`src/rtl/wave_ram_bist_if.sv`:
```
// RAM-side port bundle between the wave RAM BIST engine and the simple-dual-port wave RAM.
// master = BIST engine side, slave = RAM side.
interface wave_ram_bist_if #(
    parameter int ADDR_WIDTH = 10,
    parameter int DATA_WIDTH = 8
);
    logic                  ram_wr_en;
    logic [ADDR_WIDTH-1:0] ram_wr_addr;
    logic [DATA_WIDTH-1:0] ram_wr_data;
    logic                  ram_rd_en;
    logic [ADDR_WIDTH-1:0] ram_rd_addr;
    logic [DATA_WIDTH-1:0] ram_rd_data;

    modport master (
        output ram_wr_en, ram_wr_addr, ram_wr_data, ram_rd_en, ram_rd_addr,
        input  ram_rd_data
    );

    modport slave (
        input  ram_wr_en, ram_wr_addr, ram_wr_data, ram_rd_en, ram_rd_addr,
        output ram_rd_data
    );
endinterface

```
`src/rtl/wave_ram_bist.sv`:
```
// Wave RAM BIST engine: writes a pattern to every word, reads it back, counts mismatches.
// Optional first-failure capture ports are enabled by defining WAVE_BIST_FIRST_FAIL_EN.
module wave_ram_bist #(
    parameter int ADDR_WIDTH    = 10,
    parameter int DATA_WIDTH    = 8,
    parameter int RD_LATENCY    = 1,
    parameter int ERR_CNT_WIDTH = 8
) (
    input  logic                     wr_clk,
    input  logic                     tb_wr_rst,
    input  logic                     start,
    input  logic                     abort,
    input  logic [1:0]               mode,
    wave_ram_bist_if.master          ram,
    output logic                     busy,
    output logic                     done,
    output logic                     pass,
    output logic [ERR_CNT_WIDTH-1:0] err_cnt
`ifdef WAVE_BIST_FIRST_FAIL_EN
    ,
    output logic                     fail_valid,
    output logic [ADDR_WIDTH-1:0]    fail_addr,
    output logic [DATA_WIDTH-1:0]    fail_exp,
    output logic [DATA_WIDTH-1:0]    fail_act
`endif
);

    localparam logic [2:0] ST_IDLE  = 3'd0;
    localparam logic [2:0] ST_WRITE = 3'd1;
    localparam logic [2:0] ST_READ  = 3'd2;
    localparam logic [2:0] ST_DRAIN = 3'd3;
    localparam logic [2:0] ST_DONE  = 3'd4;

    logic [2:0]            state;
    logic [2:0]            state_nx;
    logic [ADDR_WIDTH-1:0] addr;
    logic [1:0]            mode_q;
    logic [RD_LATENCY-1:0] pipe_vld;
    logic [DATA_WIDTH-1:0] pipe_exp [RD_LATENCY];
    logic                  start_acc;
    logic                  mismatch;
    logic [DATA_WIDTH-1:0] pat_cur;

    // Pattern generator; mode 0 relies on all-ones minus a being the bitwise inverse of a.
    function automatic logic [DATA_WIDTH-1:0] pat(input logic [1:0] m, input logic [ADDR_WIDTH-1:0] a);
        logic [DATA_WIDTH-1:0] a_t;
        logic [DATA_WIDTH-1:0] alt;
        a_t = DATA_WIDTH'(a);
        for (int i = 0; i < DATA_WIDTH; i++) begin
            alt[i] = (i % 2 == 0);
        end
        case (m)
            2'd0:    return ~a_t;
            2'd1:    return a_t;
            2'd2:    return a[0] ? ~alt : alt;
            default: return a[0] ? alt : ~alt;
        endcase
    endfunction

    assign start_acc = start && !abort && (state == ST_IDLE || state == ST_DONE);
    assign pat_cur   = pat(mode_q, addr);
    assign mismatch  = pipe_vld[RD_LATENCY-1] && (ram.ram_rd_data != pipe_exp[RD_LATENCY-1]);

    always_comb begin
        state_nx = state;
        if (abort) begin
            state_nx = ST_IDLE;
        end else begin
            case (state)
                ST_IDLE, ST_DONE: if (start) state_nx = ST_WRITE;
                ST_WRITE:         if (&addr) state_nx = ST_READ;
                ST_READ:          if (&addr) state_nx = ST_DRAIN;
                ST_DRAIN:         if (!(|pipe_vld)) state_nx = ST_DONE;
                default:          state_nx = ST_IDLE;
            endcase
        end
    end

    // The single address counter walks writes then reads and wraps between them.
    always_ff @(posedge wr_clk or posedge tb_wr_rst) begin
        if (tb_wr_rst) begin
            state    <= ST_IDLE;
            addr     <= '0;
            mode_q   <= '0;
            err_cnt  <= '0;
            pipe_vld <= '0;
            for (int i = 0; i < RD_LATENCY; i++) begin
                pipe_exp[i] <= '0;
            end
        end else begin
            state <= state_nx;
            if (abort) begin
                addr     <= '0;
                pipe_vld <= '0;
            end else begin
                if (start_acc) begin
                    addr    <= '0;
                    mode_q  <= mode;
                    err_cnt <= '0;
                end else if (state == ST_WRITE || state == ST_READ) begin
                    addr <= addr + 1'b1;
                end
                pipe_vld[0] <= (state == ST_READ);
                pipe_exp[0] <= pat_cur;
                for (int i = 1; i < RD_LATENCY; i++) begin
                    pipe_vld[i] <= pipe_vld[i-1];
                    pipe_exp[i] <= pipe_exp[i-1];
                end
                if (mismatch && !(&err_cnt)) begin
                    err_cnt <= err_cnt + 1'b1;
                end
            end
        end
    end

`ifdef WAVE_BIST_FIRST_FAIL_EN
    logic [ADDR_WIDTH-1:0] pipe_addr [RD_LATENCY];

    // Only the first mismatch of a run is kept; later ones leave the capture alone.
    always_ff @(posedge wr_clk or posedge tb_wr_rst) begin
        if (tb_wr_rst) begin
            fail_valid <= 1'b0;
            fail_addr  <= '0;
            fail_exp   <= '0;
            fail_act   <= '0;
            for (int i = 0; i < RD_LATENCY; i++) begin
                pipe_addr[i] <= '0;
            end
        end else begin
            pipe_addr[0] <= addr;
            for (int i = 1; i < RD_LATENCY; i++) begin
                pipe_addr[i] <= pipe_addr[i-1];
            end
            if (start_acc) begin
                fail_valid <= 1'b0;
                fail_addr  <= '0;
                fail_exp   <= '0;
                fail_act   <= '0;
            end else if (!abort && mismatch && !fail_valid) begin
                fail_valid <= 1'b1;
                fail_addr  <= pipe_addr[RD_LATENCY-1];
                fail_exp   <= pipe_exp[RD_LATENCY-1];
                fail_act   <= ram.ram_rd_data;
            end
        end
    end
`endif

    assign busy            = (state == ST_WRITE) || (state == ST_READ) || (state == ST_DRAIN);
    assign done            = (state == ST_DONE);
    assign pass            = done && (err_cnt == '0);
    assign ram.ram_wr_en   = (state == ST_WRITE);
    assign ram.ram_wr_addr = addr;
    assign ram.ram_wr_data = (state == ST_WRITE) ? pat_cur : '0;
    assign ram.ram_rd_en   = (state == ST_READ);
    assign ram.ram_rd_addr = addr;

endmodule

```
`src/flat_wrapper.sv`:
```
// flat-port wrapper written by rule: the top's interface ports become plain ports
module wave_ram_bist_flat 
#(
    parameter int ADDR_WIDTH    = 10,
    parameter int DATA_WIDTH    = 8,
    parameter int RD_LATENCY    = 1,
    parameter int ERR_CNT_WIDTH = 8
)
  (wr_clk, tb_wr_rst, start, abort, mode, busy, done, pass, err_cnt, ram_ram_wr_en, ram_ram_wr_addr, ram_ram_wr_data, ram_ram_rd_en, ram_ram_rd_addr, ram_ram_rd_data);
  wave_ram_bist_if #(.ADDR_WIDTH(ADDR_WIDTH), .DATA_WIDTH(DATA_WIDTH)) ram_i ();
  input  logic wr_clk;
  input  logic tb_wr_rst;
  input  logic start;
  input  logic abort;
  input  logic [1:0] mode;
  output logic busy;
  output logic done;
  output logic pass;
  output logic [ERR_CNT_WIDTH-1:0] err_cnt;
  output wire logic [$bits(ram_i.ram_wr_en)-1:0] ram_ram_wr_en;
  output wire logic [$bits(ram_i.ram_wr_addr)-1:0] ram_ram_wr_addr;
  output wire logic [$bits(ram_i.ram_wr_data)-1:0] ram_ram_wr_data;
  output wire logic [$bits(ram_i.ram_rd_en)-1:0] ram_ram_rd_en;
  output wire logic [$bits(ram_i.ram_rd_addr)-1:0] ram_ram_rd_addr;
  input wire logic [$bits(ram_i.ram_rd_data)-1:0] ram_ram_rd_data;
  assign ram_ram_wr_en = ram_i.ram_wr_en;
  assign ram_ram_wr_addr = ram_i.ram_wr_addr;
  assign ram_ram_wr_data = ram_i.ram_wr_data;
  assign ram_ram_rd_en = ram_i.ram_rd_en;
  assign ram_ram_rd_addr = ram_i.ram_rd_addr;
  assign ram_i.ram_rd_data = ram_ram_rd_data;
  wave_ram_bist #(.ADDR_WIDTH(ADDR_WIDTH), .DATA_WIDTH(DATA_WIDTH), .RD_LATENCY(RD_LATENCY), .ERR_CNT_WIDTH(ERR_CNT_WIDTH)) u_core (.wr_clk(wr_clk), .tb_wr_rst(tb_wr_rst), .start(start), .abort(abort), .mode(mode), .ram(ram_i), .busy(busy), .done(done), .pass(pass), .err_cnt(err_cnt));
endmodule
```
`config.mk`:
```
export PLATFORM = sky130hd
export DESIGN_NAME = wave_ram_bist_flat
export DESIGN_NICKNAME = d
export VERILOG_FILES = /design/src/rtl/wave_ram_bist_if.sv /design/src/rtl/wave_ram_bist.sv /design/src/flat_wrapper.sv
export SDC_FILE = /design/constraint.sdc
export NUM_CORES = 1
export LEC_CHECK = 0
export CORE_MARGIN = 2
export CORE_UTILIZATION = 24
export CTS_CLUSTER_DIAMETER = 80
export DETAILED_ROUTE_END_ITERATION = 16
export RECOVER_POWER = 100
export SLEW_MARGIN = 20
export SYNTH_ARGS = -nofsm -noshare
export SYNTH_HDL_FRONTEND = slang
export SYNTH_SLANG_ARGS = --single-unit
```
`constraint.sdc`:
```
create_clock -name wr_clk -period 2.5 [get_ports wr_clk]
set_clock_uncertainty 0.15 [all_clocks]
set_input_delay 0.5 -clock wr_clk [delete_from_list [all_inputs] [get_ports wr_clk]]
set_output_delay 0.5 -clock wr_clk [all_outputs]
set_load 0.01 [all_outputs]
```
==> results.toml <==
[worst_setup_path]
crit_path_start_kind = "register"
crit_slowest_cell = "clkdlybuf4s50_1"
regToRegStartpoint = "u_core.state[0]$_DFFE_PP0P_"
crit_path_max_fanout = 8
arrival_ps = 1750
critical_path.cell_chain = "nand2b_1 > nand2b_4 > nor2_1 > clkdlybuf4s50_1"
worst_setup_path_end_kind = "primary output"
timing.setup.critical_path_class = "register to primary output"
worst_path_largest_cell_delay_ps = 550
required_ps = 1850
cp-startpoint = "u_core.state[2]$_DFFE_PP0P_"

[synthesis]
seq_area_frac_synth_pct = 40.30
synth-async-reset-ratio_pct = 100.0
synthesized_instance_count = 218
synthesis.area_per_instance_um2 = 9.114
mappedNetlistNets = 235
ys_ff_latch = 32
post_synthesis_cell_area_um2 = 1987
ys_types = 41
synth-edff-count = 0
synth_flop_cell = "dfrtp_1"
ys_warn_count = 0

[cts]
max_root_sink_buffers = 2
clock_tree.root_cell = "clkbuf_8"
cts_inserted_buffers = 5
htree_num_levels = 2
cts_tree = "done"
clock_latency_of_the_later_clocked_register_in_the_worst_skew_pair_ps = 300
clock_sink_count = 32
path_clk_slew_ps = 70

[sta]
max_clock_freq_ghz = 0.4174
aggregate_negative_setup_slack_ps = 0
layout_worst_path_cycle_share_pct = 95.83
report.final.setup_viol = 0
slew_headroom_pct = 45.40
fin_worst_hold_slack_ps = 377.8
timing.final.max_slew_violations = 0
final_hold_viol_count = 0
final.min_clock_period_ps = 2396
timing_worst_slew_pin_value_ps = 819.1
setup_repair_after_global_routing_missed_its_margin = "false"

[cells_and_area]
syn2layout_area_growth_pct = 40.18
design.final.nets = 299
finish.cell_count_without_fillers = 388
drive_above_1_share_pct = 12.01
final_cell_area_um2 = 2785
n_antenna_cell = 0

[floorplanning]
std_cell_rows = 33
die_outline_area_um2 = 9022
initial_core_util_pct = 24.43
placeable_core_region_um2 = 8134
number_of_top_level_design_ports = 55
height_of_the_die_um = 94.99
die_width_um = 94.99

[routing]
detail_route.iter0.violations = 47
vias = 1740
route.detailed.wl_per_inst_um = 13.45
via_per_inst = 4.485
drt_first_pass_iters = 4
remaining_drc_errors = 0
totalWireLength_um = 5220
final_antenna_net_count = 0

[hold_path]
class_of_the_tightest_hold_or_removal_check = "register to register"
hold_path_startpoint = "u_core.pipe_exp[0]$_DFFE_PP0N_"

[placed_design]
placement.io_buffers = 54
dp.final_hpwl_um = 3942
place_inst = 377
post_dp_cell_area_um2 = 2679
gp_congestion = 0.7908

[power_and_ir_drop]
power-per-cell-area_nw_per_um2 = 511.7
switching_share_of_total_power_pct = 28.75
pwr-share-clk_pct = 36.1
p_leak_uw = 0.001344
seq_power_share_pct = 42.8
p_int_uw = 1015
comb_power_share_pct = 21.0
netSwitchingPower_uw = 409.7
worst_ir_drop_vdd_mv = 0.1977

[grt]
first_pass_grt_wire_length_um = 8300
grt_antenna_before_repair = 0
gr-usage-all-layers_pct = 12.14
globalRouteOverflowTotal = 0
first_global_vias = 1734
grt_start_max_net_pins = 33

[status]
outcome = "finished clean"

[flow_run]
number_of_maximum_capacitance_violations = 0
[layer usage]
| layer | part of all wire (%) | global-route usage (%) | wire, um |
|---|---|---|---|
| met3 | 7.3 | 4.070 | 379 |
| met1 | 43 | 14.48 | 2251 |
| met2 | 48 | 20.33 | 2511 |
| met5 | 0 | 0 | 0 |
| met4 | 1.5 | 4.348 | 78 |
[cell families (layout without fill, tap and decap cells)]
logic type | count (synthesis) | count (layout) | synth area share [%]
DFF | 32 | 32 | 40.30
adders and majority gates | 3 | 3 | 1.889
buffers and inverters | 31 | 96 | 8.249
xor gates and xnor gates | 25 | 25 | 11.02
AOI/OAI and AO/OA | 34 | 34 | 11.78
muxes | 13 | 13 | 6.801
and+or+nand+nor | 80 | 80 | 19.96
[layout make-up]
class	count	area (um2)
clock buffer	5	68.82
clock inverter	3	42.54
fill	831	5349
inverter	13	48.80
multi-input combinational	155	1030
sequential	32	802.0
tap	105	131.4
timing repair buffer	75	661.9
[critical path, delay by kind of cell (launching register included)]
kind	cells	cell delay [ps]
buffers and inverters	1	550
AND/OR/NAND/NOR	3	530
flip-flops	1	370
[registers in the layout (all words and copies together), names as in the netlist]
register / flops
u_core.ram.ram_rd_addr: 10
u_core.mode_q: 2
u_core.pipe_exp: 8
u_core.state: 3
u_core.pipe_vld: 1
u_core.err_cnt: 8
[final timing paths]
| check | slack, ps | cells past startpoint | to |
|---|---|---|---|
| min in group asynchronous | 730 | 3 | u_core.ram.ram_rd_addr[8]$_DFFE_PP0P_ |
| max in group asynchronous | 910 | 3 | u_core.mode_q[0]$_DFFE_PP0P_ |
| setup / recovery | 100 | 4 | ram_ram_wr_data[0] |
| hold / removal | 380 | 2 | u_core.pipe_exp[0]$_DFFE_PP0N_ |
| setup reg to reg | 400 | 6 | u_core.ram.ram_rd_addr[9]$_DFFE_PP0P_ |
| hold reg to reg | 380 | 2 | u_core.pipe_exp[0]$_DFFE_PP0N_ |
[per-stage QoR]
step	setup WS, ps	power (uW)	util, %
floorplan	559.8	817.2	-
global placement	178.0	922.4	32.93
detailed placement	119.0	927.2	32.93
CTS	11.04	1449	34.55
global route	22.24	1496	34.24
finish	104.2	1425	34.24
[timing repair]
item / in CTS / in global routing
pin swaps: 0 / 0
hold buffers: 0 / 0
gates resized for setup: 8 / 7
setup endpoints to repair: 11 / 7
setup buffers: 2 / 1
[cells in the mapped netlist, types with 2 or more instances]
master,instances,area [um2]
dfrtp_1,32,800.8
nor2_1,24,90.09
nand2_1,19,71.32
xnor2_1,18,157.7
inv_1,13,48.80
o21ai_0,12,60.06
buf_4,10,75.07
mux2i_1,9,90.09
a21oi_1,8,40.04
xor2_1,7,61.31
and3_1,6,37.54
nand3_1,6,30.03
clkbuf_1,5,18.77
nand2b_1,5,31.28
nor3_1,5,25.02
mux2_2,4,45.04
a22o_1,3,26.28
ha_1,3,37.54
nand4_1,3,18.77
nor4b_1,3,26.28
nor2b_1,2,12.51
nor4_1,2,12.51
[power groups by stage]
stage,combinational (uW),sequential (uW),clock [uW]
after global placement,300,622,0
after global routing,334,616,546
after CTS,315,610,523
after floorplan,210,607,0
after detailed placement,305,622,0
final,300,610,515
[layout by cell type, fill, tap and decap left out, drive strengths merged, types with 2 or more instances in the layout]
cell type | synthesis | layout
dlygate4sd3 | 0 | 34
dfrtp | 32 | 32
nor2 | 24 | 24
nand2 | 19 | 19
xnor2 | 18 | 18
clkbuf | 6 | 15
buf | 12 | 13
inv | 13 | 13
o21ai | 12 | 12
clkdlybuf4s50 | 0 | 11
mux2i | 9 | 9
a21oi | 8 | 8
xor2 | 7 | 7
and3 | 6 | 6
nand3 | 6 | 6
nor3 | 5 | 5
nand2b | 5 | 5
mux2 | 4 | 4
dlygate4sd2 | 0 | 4
nor4b | 4 | 4
nand4 | 3 | 3
a22o | 3 | 3
ha | 3 | 3
nor4 | 2 | 2
nor2b | 2 | 2
No activity file was read; power rests on OpenSTA's default activity.
